**config.mk**
```make
export PLATFORM = sky130hd
export DESIGN_NAME = hex7seg_capture_x3
export DESIGN_NICKNAME = d
export VERILOG_FILES = /design/src/rtl/hex7seg_pkg.sv /design/src/rtl/hex7seg_capture_x3_decode.sv /design/src/rtl/hex7seg_capture_x3.sv
export SDC_FILE = /design/constraint.sdc
export NUM_CORES = 1
export LEC_CHECK = 0
export ABC_CLOCK_PERIOD_IN_PS = 2800
export BUFFER_PORTS_ARGS = -buffer_cell sky130_fd_sc_hd__buf_2
export CAP_MARGIN = 10
export CORE_AREA = 2 2 113 115
export CTS_BUF_LIST = sky130_fd_sc_hd__clkbuf_8
export DETAILED_ROUTE_END_ITERATION = 6
export DIE_AREA = 0 0 115 117
export GPL_ROUTABILITY_DRIVEN = 0
export PLACE_DENSITY = 0.38
export SYNTH_ARGS = -nofsm -noshare
export SYNTH_HDL_FRONTEND = slang
export SYNTH_SLANG_ARGS = --single-unit
```
**constraint.sdc**
```tcl
create_clock -name clk -period 2.8 [get_ports clk]
set_clock_uncertainty 0.2 [all_clocks]
set_input_delay 0.56 -clock clk [delete_from_list [all_inputs] [get_ports clk]]
set_output_delay 0.56 -clock clk [all_outputs]
set_load 0.005 [all_outputs]
```
**src/rtl/hex7seg_pkg.sv**
```systemverilog
// Shared definitions for the 3-digit multiplexed hex display: glyph table and digit-enable codes.
package hex7seg_pkg;

  localparam int NUM_DIGITS = 3;

  localparam logic [2:0] EN_D0    = 3'b011;
  localparam logic [2:0] EN_D1    = 3'b110;
  localparam logic [2:0] EN_D2    = 3'b101;
  localparam logic [2:0] EN_BLANK = 3'b111;

  // Active-low segments a..g (seg[7:1]) for hex digits 0..F.
  localparam logic [6:0] GLYPHS [16] = '{
    7'b0000001, 7'b1001111, 7'b0010010, 7'b0000110,
    7'b1001100, 7'b0100100, 7'b0100000, 7'b0001101,
    7'b0000000, 7'b0000100, 7'b0001000, 7'b1100000,
    7'b0110001, 7'b1000010, 7'b0110000, 7'b0111000
  };

  // One-hot digit slot for a legal digit-enable code, zero otherwise.
  function automatic logic [NUM_DIGITS-1:0] en_to_slot(input logic [2:0] en);
    case (en)
      EN_D0:   return 3'b001;
      EN_D1:   return 3'b010;
      EN_D2:   return 3'b100;
      default: return 3'b000;
    endcase
  endfunction

endpackage

```
**src/rtl/hex7seg_capture_x3_decode.sv**
```systemverilog
// Combinational reverse lookup of a 7-segment glyph to its hex nibble.
module seg7_decode
  import hex7seg_pkg::*;
(
  input  logic [6:0] glyph,
  output logic [3:0] nibble,
  output logic       hit
);

  always_comb begin
    nibble = '0;
    hit    = 1'b0;
    for (int i = 0; i < 16; i++) begin
      if (glyph == GLYPHS[i]) begin
        nibble = 4'(i);
        hit    = 1'b1;
      end
    end
  end

endmodule

```
**src/rtl/hex7seg_capture_x3.sv**
```systemverilog
// Captures a multiplexed 3-digit active-low 7-segment display bus and rebuilds the 12-bit value.
module hex7seg_capture_x3
  import hex7seg_pkg::*;
#(
  parameter int STABLE_CYCLES = 16,
  parameter int SYNC_STAGES   = 2
) (
  input  logic        clk,
  input  logic        rst_n,
  input  logic [7:0]  seg,
  input  logic [2:0]  en,
  output logic [11:0] value,
  output logic        value_vld,
  output logic [2:0]  dp,
  output logic        pat_err
);

  logic [7:0]            seg_sync [SYNC_STAGES];
  logic [2:0]            en_sync  [SYNC_STAGES];
  logic [10:0]           bus_p0;
  logic [10:0]           bus_p1;
  logic [7:0]            cnt_p1;
  logic                  stable_p0;
  logic                  vld_p1;
  logic [3:0]            nib_p1;
  logic                  hit_p1;
  logic [NUM_DIGITS-1:0] slot_oh_p1;
  logic                  blank_p1;
  logic                  cap_ok_p1;
  logic                  cap_err_p1;
  logic [NUM_DIGITS-1:0] seen_q;
  logic [NUM_DIGITS-1:0] seen_nx;
  logic                  frame_done;
  logic [3:0]            nib_q [NUM_DIGITS];
  logic                  dp_q  [NUM_DIGITS];

  // ---- stage p0: synchronizers, reset to the blank bus
  always_ff @(posedge clk) begin
    if (!rst_n) begin
      for (int i = 0; i < SYNC_STAGES; i++) begin
        seg_sync[i] <= '1;
        en_sync[i]  <= '1;
      end
    end else begin
      seg_sync[0] <= seg;
      en_sync[0]  <= en;
      for (int i = 1; i < SYNC_STAGES; i++) begin
        seg_sync[i] <= seg_sync[i-1];
        en_sync[i]  <= en_sync[i-1];
      end
    end
  end

  assign bus_p0    = {en_sync[SYNC_STAGES-1], seg_sync[SYNC_STAGES-1]};
  assign stable_p0 = (bus_p0 == bus_p1);

  // ---- stage p1: held bus value and how long it has been stable
  always_ff @(posedge clk) begin
    if (!rst_n) begin
      bus_p1 <= '1;
      cnt_p1 <= '0;
    end else begin
      bus_p1 <= bus_p0;
      if (!stable_p0)
        cnt_p1 <= '0;
      else if (cnt_p1 != 8'(STABLE_CYCLES))
        cnt_p1 <= cnt_p1 + 8'd1;
    end
  end

  // The count passes STABLE_CYCLES-1 exactly once per run, giving one capture per stable level.
  assign vld_p1 = (cnt_p1 == 8'(STABLE_CYCLES - 1));

  seg7_decode u_decode (
    .glyph  (bus_p1[7:1]),
    .nibble (nib_p1),
    .hit    (hit_p1)
  );

  assign slot_oh_p1 = en_to_slot(bus_p1[10:8]);
  assign blank_p1   = (bus_p1[10:8] == EN_BLANK);
  assign cap_ok_p1  = vld_p1 && (slot_oh_p1 != '0) && hit_p1;
  assign cap_err_p1 = vld_p1 && !blank_p1 && !((slot_oh_p1 != '0) && hit_p1);
  assign frame_done = &seen_q;

  // Completion clears seen first so a coincident capture lands in the new frame.
  always_comb begin
    seen_nx = frame_done ? '0 : seen_q;
    if (cap_err_p1)
      seen_nx = '0;
    else if (cap_ok_p1)
      seen_nx = seen_nx | slot_oh_p1;
  end

  // ---- stage p2: slot registers and frame output
  always_ff @(posedge clk) begin
    if (!rst_n) begin
      seen_q    <= '0;
      value     <= '0;
      dp        <= '0;
      value_vld <= 1'b0;
      pat_err   <= 1'b0;
      for (int i = 0; i < NUM_DIGITS; i++) begin
        nib_q[i] <= '0;
        dp_q[i]  <= 1'b0;
      end
    end else begin
      seen_q    <= seen_nx;
      value_vld <= frame_done;
      pat_err   <= cap_err_p1;
      if (frame_done) begin
        value <= {nib_q[2], nib_q[1], nib_q[0]};
        dp    <= {dp_q[2], dp_q[1], dp_q[0]};
      end
      for (int i = 0; i < NUM_DIGITS; i++) begin
        if (cap_ok_p1 && slot_oh_p1[i]) begin
          nib_q[i] <= nib_p1;
          dp_q[i]  <= ~bus_p1[0];
        end
      end
    end
  end

endmodule

```
# After elaboration in Yosys (flattened, before gate mapping)
# Memory sizes are Yosys's and may differ from the RTL's. A register that Yosys moved wholly into a read port is not among the register bits.
# Cells that the tools add are included.
word_totals:
  reg_bits: 24
  ram_bits: 37
  input_bits: 13
  output_inout_bits: 17
  word_cells: 121
  mem_count: 4
classes:
  addsub: 1
  n_eq_ne: 22
  n_mux: 55
  bitwise_logic: 13
  reduce_logical: 21
memory_table:
  columns: ["name", "depth", "word_bits", "rd", "rd_clocked_by_memory_dff", "write_ports", "line_no", "rtl"]
  rows:
  - ["seg_sync", 2, 8, 2, 0, 2, "hex7seg_capture_x3.sv:18", "logic [7:0] seg_sync [SYNC_STAGES];"]
  - ["nib_q", 3, 4, 3, 3, 3, "hex7seg_capture_x3.sv:34", "logic [3:0] nib_q [NUM_DIGITS];"]
  - ["en_sync", 2, 3, 2, 0, 2, "hex7seg_capture_x3.sv:19", "logic [2:0] en_sync [SYNC_STAGES];"]
  - ["dp_q", 3, 1, 3, 3, 3, "hex7seg_capture_x3.sv:35", "logic dp_q [NUM_DIGITS];"]
op_table:
  columns: ["cell", "count"]
  rows:
  - ["$mux W4", 11]
  - ["$eq A7 B6 Y1 const B", 5]
  - ["$mux W1", 31]
  - ["$eq A7 B7 Y1 const B", 4]
  - ["$mux W3", 8]
  - ["$mux W8", 2]
  - ["$eq A7 B3 Y1 const B", 2]
  - ["$eq A7 B4 Y1 const B", 2]
  - ["$eq A11 B11 Y1", 1]
  - ["$or A1 B1 Y1", 10]
  - ["$eq A3 B3 Y1 const B", 3]
  - ["$pmux W3 S3", 1]
  - ["$add A8 B1 Y8 const B", 1]
  - ["$eq A8 B4 Y1 const B", 1]
  - ["$logic_and A1 B1 Y1", 8]
  - ["$logic_not A1 Y1", 8]
  - ["$ne A8 B5 Y1 const B", 1]
  - ["$eq A7 B1 Y1 const B", 1]
  - ["$eq A7 B5 Y1 const B", 1]
  - ["$logic_not A7 Y1", 1]
  - ["$mux W2", 2]
  - ["$eq A3 B2 Y1 const B", 1]
  - ["$or A3 B3 Y3", 1]
  - ["$reduce_and A3 Y1", 1]
  - ["other kinds (4)", 5]

# Logic depth before layout (Yosys ltp)
# Gate-level depths: netlist of the first run.
logic_depth:
  ltp_word: 23
  mapped_depth: 7
  depth_no_buf: 7

# By module
# Synthesis of the first run repeated with hierarchy kept, for this count alone.
hier_totals:
  cells_unflattened: 298
  area_unflattened_um2: 3037.9
by_module_without_submodules:
  columns: ["mod", "n_inst", "cells_each", "area_each_um2", "seq_area_each_um2"]
  rows:
  - ["hex7seg_capture_x3", 1, 244, 2666.3, 1671.6]
  - ["seg7_decode", 1, 54, 371.6, 0.0]

# Worst setup path after synthesis of the first run
# Ideal clock, no wire load.
synth_path:
  path_kind: "register to register"
  startpoint: "register bus_p1[2]"
  endpoint: "memory dp_q[1], enable pin"
  setup_time_ns: 0.376
  t_arrival_ns: 1.796
  required_time_ns: 2.224
  path_slack_ns: 0.427
  path_stages_with_launch: 8
  n_path_buf: 1
  synth_period_minus_slack_ns: 2.373
  path_cell_list: "dfxtp_1 > buf_4 > nor4_4 > nand3_1 > a31oi_1 > and4bb_4 > nand2b_1 > o31ai_1"
synth_rtl:
  columns: ["element", "line_no", "rtl"]
  rows:
  - ["from (decl)", "hex7seg_capture_x3.sv:21", "logic [10:0] bus_p1;"]
  - ["from (signal assigned)", "hex7seg_capture_x3.sv:63", "bus_p1 <= bus_p0;"]
  - ["to (decl)", "hex7seg_capture_x3.sv:35", null]

==> results.yml, run 1 <==
die:
  io_pins: 30
  dieArea_um2: 13500
  fp.dieW_um: 115
  coreArea_um2: 12300
  die_y_um: 117
  rows: 41
  initial_core_util_pct: 24.4
synth:
  synth_nets: 322
  synth-edff-count: 15
  synth.avg_cell_area_um2: 9.78
  synth_cell_type_count: 42
  ys.warnings.count: 0
  synth_area_um2: 3000
  ys_seq_area_share_pct: 55.7
  ys_seq_elements: 76
  synth_top_flop_cell: "dfxtp_1"
  synthArstFlopShare_pct: 0
  syn_inst: 307
drt:
  via_count: 2123
  ant_nets: 0
  drt_wl_total_mm: 5.74
  drt_pass1_iterations: 4
  avgViaCountPerCell: 4.25
  wl_per_cell_um: 11.5
  drc: 0
  drt-initial-drc-count: 97
global_route:
  first_global_vias: 1921
  antenna_found_initial: 0
  met3_usage_pct: 3.60
  gr-total-overflow: 0
  grt_max_degree: 34
  grt_usage_pct: 9.41
  use_met1_pct: 11.8
  busiest_layer: "met2"
  met2_usage_pct: 14.0
  grt_pass1_wl_mm: 9.52
layout:
  drive_gt1_share_pct: 19.5
  nFillCells: 1310
  layout_commonest_cell: "dfxtp_1"
  fin_area_um2: 3620
  area_growth_pct: 20.6
  final_util_pct: 29.4
  num_antenna_cells: 0
  layout_common_cells: "dfxtp_1, nand2_1, nand2b_1, buf_2, a21oi_1"
  nets: 359
power:
  power.leakage_nw: 1.32
  ir_drop_mv: 0.243
  switching_power_mw: 0.437
  cellInternalPower_mw: 1.82
  p_seq_share_pct: 51.6
  p_sw_share_pct: 19.4
  power_density_nw_per_um2: 622
  comb_power_share_pct: 3.5
  p_clk_share_pct: 44.9
clocking:
  cts_sinks: 76
  root_buffer: "clkbuf_8"
  clk_pin_slew_ns: 0.08
  htree_levels: 3
  clk_path_buf_depth: 2
  tritoncts: "built"
  numCtsBuffers: 9
  clock_latency_ns: 0.35
sta:
  grt_setup_unrepaired: "no"
  hold_viol: 0
  slew_viol_final: 0
  setup_viol: 0
  fmax_ghz: 0.391
  period_minus_slack_ns: 2.56
  setup-tns-final_ns: 0
  relSlewSlack_pct: 51.7
  worst_pin_slew_ns: 0.717
  post-route-period-util_pct: 91.3
critical_path:
  cp-endpoint: "nib_q[0][0]"
  critPathMaxStageDelay_ns: 0.59
  r2r_end: "nib_q[0][0]"
  worst_ep_arrival_time_ns: 2.33
  endpoint_kind: "flop"
  cpMaxStageDelayCell: "o21ai_0"
  required_ns: 2.57
  reg2reg_depth: 5
  cp.buffers_inverters: 0
  startpoint_type: "flop"
  path_cells: "or3_1 > o22ai_1 > a31oi_1 > and4bb_4 > o21ai_0"
  critical_path_class: "flop to flop"
  r2r_slack_ns: 0.24
  cpLargestDelayFamily: "compound AO/OA/AOI/OAI gates"
  crit_path_start: "bus_p1[1]"
  crit_fanout: 12
  timing.rr.start: "bus_p1[1]"
  path_depth: 5
placed_design:
  hpwl_mm: 4.17
  portBuffers: 29
  placed_cell_area_um2: 3370
run_status:
  status: "complete, no violations"
run:
  drv_cap: 0
min_path:
  hold_class: "input port to flop"
## sequential cells by signal, summed over array words and instances, names as in the netlist
name and flops:
bus_p1 11, cnt_p1 8, dp 3, dp_q 3, en_sync 6, nib_q 12
pat_err 1, seen_q 3, seg_sync 16, value 12, value_vld 1
## metal layers
layer	vias up	part of all wire, %
li1	1113	-
met1	939	47
met2	57	45
met3	14	5.1
met4	0	2.8
met5	-	0
## synthesized netlist by cell type, types with 4 or more instances
library cell  number  area (µm²)
a21oi_1           23         115
a31oi_1            4        25.0
and3_1             5        31.3
clkbuf_1          12        45.0
dfxtp_1           61        1220
edfxtp_1          15         450
inv_1              4        15.0
nand2_1           42         158
nand2b_1          35         219
nand3_1            8        40.0
nor2_1            22        82.6
nor2b_1            4        25.0
nor4_1             5        31.3
o21ai_0            7        35.0
or3_1              4        25.0
xnor2_1            4        35.0
xor2_1            16         140
## per-stage QoR
| step | total power, mW | hold WS [ns] | cells | setup slack, ns |
|---|---|---|---|---|
| CTS | 2.30 | 0.160 | 499 | 0.0758 |
| global placement | 1.27 | 0.194 | 483 | 0.131 |
| detailed placement | 1.27 | 0.193 | 483 | 0.0913 |
| global route | 2.36 | 0.170 | 499 | 0.0287 |
| floorplan | 1.24 | 0.186 | 307 | 0.427 |
| finish | 2.25 | 0.185 | 499 | 0.244 |
## cells by family after synthesis
kind of cell / Yosys count / share of synthesized area (%)
muxes: 1 / 0.375
adders and majority gates: 2 / 0.833
xor gates and xnor gates: 20 / 5.83
DFF: 76 / 55.7
and+or+nand+nor: 141 / 25.3
buffers and inverters: 23 / 3.37
AOI/OAI and AO/OA: 44 / 8.67
## cell type report
cell class | instances | area [µm²] | share of cell area (%)
inverter | 5 | 18.8 | 0.518
tap | 150 | 188 | 5.18
timing repair buffer | 44 | 258 | 7.12
clock inverter | 5 | 98.8 | 2.73
multi-input combinational | 208 | 1240 | 34.1
sequential | 76 | 1670 | 46.1
clock buffer | 11 | 151 | 4.18
## power groups by stage
| stage | registers, mW | clock network (mW) | logic [mW] |
|---|---|---|---|
| 2_1_floorplan | 1.18 | 0 | 0.0602 |
| 3_3_place_gp | 1.19 | 0 | 0.0812 |
| 3_5_place_dp | 1.19 | 0 | 0.0819 |
| 4_1_cts | 1.16 | 1.05 | 0.0821 |
| 5_1_grt | 1.17 | 1.10 | 0.0903 |
| 6_report | 1.16 | 1.01 | 0.0798 |
## timing repair
action | 4_1_cts | 5_1_grt
resized for setup | 0 | 2
setup endpoints to repair | 0 | 8
hold buffers | 0 | 0
buffers inserted | 0 | 0
## worst min-delay path by stage
stage / start / endpoint / cells past startpoint
global route: seg[6] / seg_sync[0][6] / 2
global placement: seg_sync[0][6] / seg_sync[0][14] / 1
floorplan: en_sync[0][0] / en_sync[0][3] / 1
CTS: seg[5] / seg_sync[0][5] / 2
detailed placement: seg_sync[0][0] / seg_sync[0][8] / 1
finish: seg[5] / seg_sync[0][5] / 2
(Power assumes the default switching activity.)
==> run 2: changes to the inputs <==
--- a/config.mk
+++ b/config.mk
@@ -8,12 +8,14 @@
 export ABC_CLOCK_PERIOD_IN_PS = 2800
 export BUFFER_PORTS_ARGS = -buffer_cell sky130_fd_sc_hd__buf_2
 export CAP_MARGIN = 10
+export CELL_PAD_IN_SITES_DETAIL_PLACEMENT = 1
+export CELL_PAD_IN_SITES_GLOBAL_PLACEMENT = 2
 export CORE_AREA = 2 2 113 115
 export CTS_BUF_LIST = sky130_fd_sc_hd__clkbuf_8
 export DETAILED_ROUTE_END_ITERATION = 6
 export DIE_AREA = 0 0 115 117
 export GPL_ROUTABILITY_DRIVEN = 0
-export PLACE_DENSITY = 0.38
+export PLACE_DENSITY_LB_ADDON = 0.1
 export SYNTH_ARGS = -nofsm -noshare
 export SYNTH_HDL_FRONTEND = slang
 export SYNTH_SLANG_ARGS = --single-unit
==> results.yml, run 2 (synthesis results as in run 1) <==
drt:
  via_count: 2155
  drt-initial-drc-count: 55
  drt_wl_total_mm: 6.46
  met1_length_mm: 3.02
  wl_met2_mm: 3.03
  avgViaCountPerCell: 4.30
  drc: 0
  wl_per_cell_um: 12.9
  drt_pass1_iterations: 4
  routed.top_layer: "met4"
  wl_met3_um: 253
  ant_nets: 0
die:
  dieArea_um2: 13500
  initial_core_util_pct: 24.4
  coreArea_um2: 12300
  fp.dieW_um: 115
  die_y_um: 117
  rows: 41
  io_pins: 30
critical_path:
  crit_fanout: 12
  startpoint_type: "flop"
  critical_path_class: "flop to flop"
  endpoint_kind: "flop"
  required_ns: 2.68
  worst_ep_arrival_time_ns: 2.45
  r2r_slack_ns: 0.24
sta:
  post-route-period-util_pct: 91.5
  slew_viol_final: 0
  grt_setup_unrepaired: "no"
  relSlewSlack_pct: 56.3
  fmax_ghz: 0.390
  setup-tns-final_ns: 0
  setup_viol: 0
  worst_pin_slew_ns: 0.649
  whs_ns: 0.182
  period_minus_slack_ns: 2.56
  hold_viol: 0
global_route:
  grt_usage_pct: 10.7
  grt_pass1_wl_mm: 10.9
  grt_max_degree: 34
  first_global_vias: 2222
  gr-total-overflow: 0
  antenna_found_initial: 0
placed_design:
  hpwl_mm: 4.79
  portBuffers: 29
min_path:
  hold_class: "input port to flop"
power:
  power.leakage_nw: 1.30
  ir_drop_mv: 0.235
  power_density_nw_per_um2: 577
  p_clk_share_pct: 39.7
  p_seq_share_pct: 56.3
  switching_power_mw: 0.455
  p_sw_share_pct: 22.1
  cellInternalPower_mw: 1.61
  comb_power_share_pct: 4.0
clocking:
  root_buffer: "clkbuf_8"
  ctsHoldBuffers: 0
  clk_pin_slew_ns: 0.08
  tritoncts: "built"
  numCtsBuffers: 9
  htree_levels: 3
  clock_latency_ns: 0.35
  cts_resized: 0
  cts_sinks: 76
  postCtsSetupBuffers: 0
  clk_path_buf_depth: 2
layout:
  num_antenna_cells: 0
  largest_register_ffs: 16
  regMostFlops: "seg_sync"
  area_growth_pct: 19.1
  final_util_pct: 29.1
  layout_commonest_cell: "dfxtp_1"
  drive_gt1_share_pct: 19.9
  layout_common_cells: "dfxtp_1, nand2_1, nand2b_1, buf_2, a21oi_1"
  top_regs: "seg_sync (16), nib_q (12), value (12)"
  nets: 362
run:
  drv_cap: 0
run_status:
  status: "complete, no violations"
run 2: cell count changes in the layout (fill, tap and decap cells not counted):
cell | before | now
buf_4 | 15 | 18
bufinv_16 | 3 | 1
clkinv_2 | 1 | 3
a311oi_1 | 0 | 1
a311oi_2 | 1 | 0
clkbuf_8 | 11 | 10
inv_1 | 5 | 4
inv_4 | 0 | 1
run 2: layout make-up:
type	instances	area, µm²
Timing Repair Buffer	47	280
Tap cell	150	188
Fill cell	1430	8730
Inverter	5	18.8
Clock inverter	5	51.3
Multi-Input combinational cell	208	1230
Sequential cell	76	1670
Clock buffer	10	138
run 2: critical path, stage by stage (launching register included):
cell and delay (ns):
dfxtp_1 0.43, or3_1 0.40, o22ai_1 0.21, a31oi_1 0.10, and4bb_4 0.22, nand3b_1 0.23
a311oi_1 0.51
run 2: metal layers:
metal	vias up	global-route usage, %
met5	-	0
met4	0	6.02
li1	1109	-
met3	14	3.09
met1	993	12.3
met2	39	17.8
run 2: stage by stage:
| step | worst slack [ns] | total power [mW] | cell area, µm² | std cells |
|---|---|---|---|---|
| final | 0.238 | 2.06 | 3580 | 501 |
| after CTS | 0.0404 | 2.12 | 3580 | 501 |
| after global placement | 0.100 | 1.27 | 3390 | 486 |
| after detailed placement | 0.0584 | 1.27 | 3390 | 486 |
| after global routing | 0.00187 | 2.16 | 3580 | 501 |
| after floorplan | 0.427 | 1.24 | 3000 | 307 |
run 2: worst paths after layout:
kind,cells past startpoint,start,endpoint
worst max-delay path,6,bus_p1[3],nib_q[2][0]
worst min-delay path,2,seg[1],seg_sync[0][1]
worst max register to register,6,bus_p1[3],nib_q[2][0]
worst min register to register,1,seg_sync[0][0],seg_sync[0][8]
run 2: power groups by stage:
stage / Clock (mW) / Sequential (mW) / Combinational, mW
after floorplan: 0 / 1.18 / 0.0602
after global placement: 0 / 1.19 / 0.0851
after detailed placement: 0 / 1.19 / 0.0857
after CTS: 0.868 / 1.16 / 0.0858
after global routing: 0.902 / 1.17 / 0.0953
final: 0.819 / 1.16 / 0.0827
==> run 3: changes to the inputs <==
--- a/config.mk
+++ b/config.mk
@@ -15,7 +15,7 @@
 export DETAILED_ROUTE_END_ITERATION = 6
 export DIE_AREA = 0 0 115 117
 export GPL_ROUTABILITY_DRIVEN = 0
-export PLACE_DENSITY_LB_ADDON = 0.1
+export PLACE_DENSITY = 0.63
 export SYNTH_ARGS = -nofsm -noshare
 export SYNTH_HDL_FRONTEND = slang
 export SYNTH_SLANG_ARGS = --single-unit
==> results.yml, run 3 (synthesis results as in run 1) <==
run_status:
  status: "complete, no violations"
global_route:
  first_global_vias: 2106
  grt_pass1_wl_mm: 9.85
  grt_usage_pct: 9.58
  gr-total-overflow: 0
  grt_max_degree: 37
  antenna_found_initial: 0
layout:
  num_antenna_cells: 0
  area_growth_pct: 19.4
  regMostFlops: "seg_sync"
  nFillCells: 1425
  layout_common_cells: "dfxtp_1, nand2_1, nand2b_1, buf_2, a21oi_1"
  layout_commonest_cell: "dfxtp_1"
  drive_gt1_share_pct: 19.0
  fin_area_um2: 3590
  nets: 357
  top_regs: "seg_sync (16), nib_q (12), value (12)"
  largest_register_ffs: 16
  final_util_pct: 29.1
critical_path:
  critPathMaxStageDelay_ns: 0.63
  cp.buffers_inverters: 0
  critical_path_class: "flop to flop"
  path_cells: "and3_1 > nand2_1 > a21oi_1 > and4bb_4 > o21ai_0"
  timing.rr.start: "bus_p1[3]"
  required_ns: 2.58
  endpoint_kind: "flop"
  crit_path_start: "bus_p1[3]"
  cpLargestDelayFamily: "compound AO/OA/AOI/OAI gates"
  cpMaxStageDelayCell: "o21ai_0"
  crit_fanout: 11
  startpoint_type: "flop"
  worst_ep_arrival_time_ns: 2.37
min_path:
  hold_start: "seg[6]"
  hold_class: "input port to flop"
drt:
  via_count: 2119
  drt-initial-drc-count: 110
  drt_wl_total_mm: 5.93
  ant_nets: 0
  drc: 0
  drt_pass1_iterations: 4
  wl_per_cell_um: 11.9
  avgViaCountPerCell: 4.26
sta:
  post-route-period-util_pct: 92.2
  hold_viol: 0
  fmax_ghz: 0.387
  setup-tns-final_ns: 0
  slew_viol_final: 0
  worst_pin_slew_ns: 0.772
  relSlewSlack_pct: 48.0
  period_minus_slack_ns: 2.58
  grt_setup_unrepaired: "no"
  setup_viol: 0
die:
  coreArea_um2: 12300
  dieArea_um2: 13500
  rows: 41
  initial_core_util_pct: 24.4
  fp.dieW_um: 115
  die_y_um: 117
  io_pins: 30
clocking:
  tritoncts: "built"
  postCtsSetupBuffers: 0
  cts_sinks: 76
  numCtsBuffers: 9
  clk_pin_slew_ns: 0.07
  htree_levels: 3
  clk_path_buf_depth: 2
  root_buffer: "clkbuf_8"
  clock_latency_ns: 0.36
power:
  power_density_nw_per_um2: 614
  ir_drop_mv: 0.327
  power.leakage_nw: 1.30
placed_design:
  placed_cell_area_um2: 3350
  portBuffers: 29
  hpwl_mm: 4.28
run:
  drv_cap: 0
-- run 3: area by class of cell --
type	instances	area [µm²]	share of cell area, %
Clock buffer	12	165	4.61
Inverter	5	18.8	0.523
Multi-Input combinational cell	208	1230	34.3
Clock inverter	4	70.1	1.95
Tap cell	150	188	5.23
Timing Repair Buffer	42	243	6.77
Sequential cell	76	1670	46.6
-- run 3: repair_timing --
item | CTS | global route
endpoints found under the setup margin | 0 | 5
resized for setup | 0 | 1
hold buffers | 0 | 0
-- run 3: path summary, 6_finish.rpt --
kind / end / depth (start not counted) / slack (ns)
max: nib_q[0][1] / 5 / 0.22
min reg2reg: en_sync[0][3] / 1 / 0.21
min: seg_sync[0][6] / 2 / 0.18
max reg2reg: nib_q[0][1] / 5 / 0.22
-- run 3: per-stage QoR --
step / power (mW) / std cells / setup slack (ns) / hold slack, ns
floorplan: 1.24 / 307 / 0.427 / 0.186
global placement: 1.27 / 481 / 0.228 / 0.192
detailed placement: 1.27 / 481 / 0.152 / 0.194
CTS: 2.24 / 497 / 0.150 / 0.157
global route: 2.30 / 497 / 0.0743 / 0.160
finish: 2.20 / 497 / 0.217 / 0.179
-- run 3: worst register-to-register path, stage by stage, from the launching register on --
cell and delay [ns]:
dfxtp_1 0.59, and3_1 0.25, nand2_1 0.07, a21oi_1 0.19
and4bb_4 0.28, o21ai_0 0.63
-- run 3: layer usage --
metal	vias up	global-route usage [%]	part of all wire, %
met5	-	0	0
met2	41	15.3	44
met3	12	3.45	4.7
li1	1106	-	-
met1	960	11.4	49
met4	0	5.06	2.0
-- run 3: where the power goes --
group	internal, mW	switching, mW	leakage (nW)
Combinational	0.0373	0.0409	0.533
Sequential	1.14	0.0197	0.644
Clock	0.572	0.388	0.122
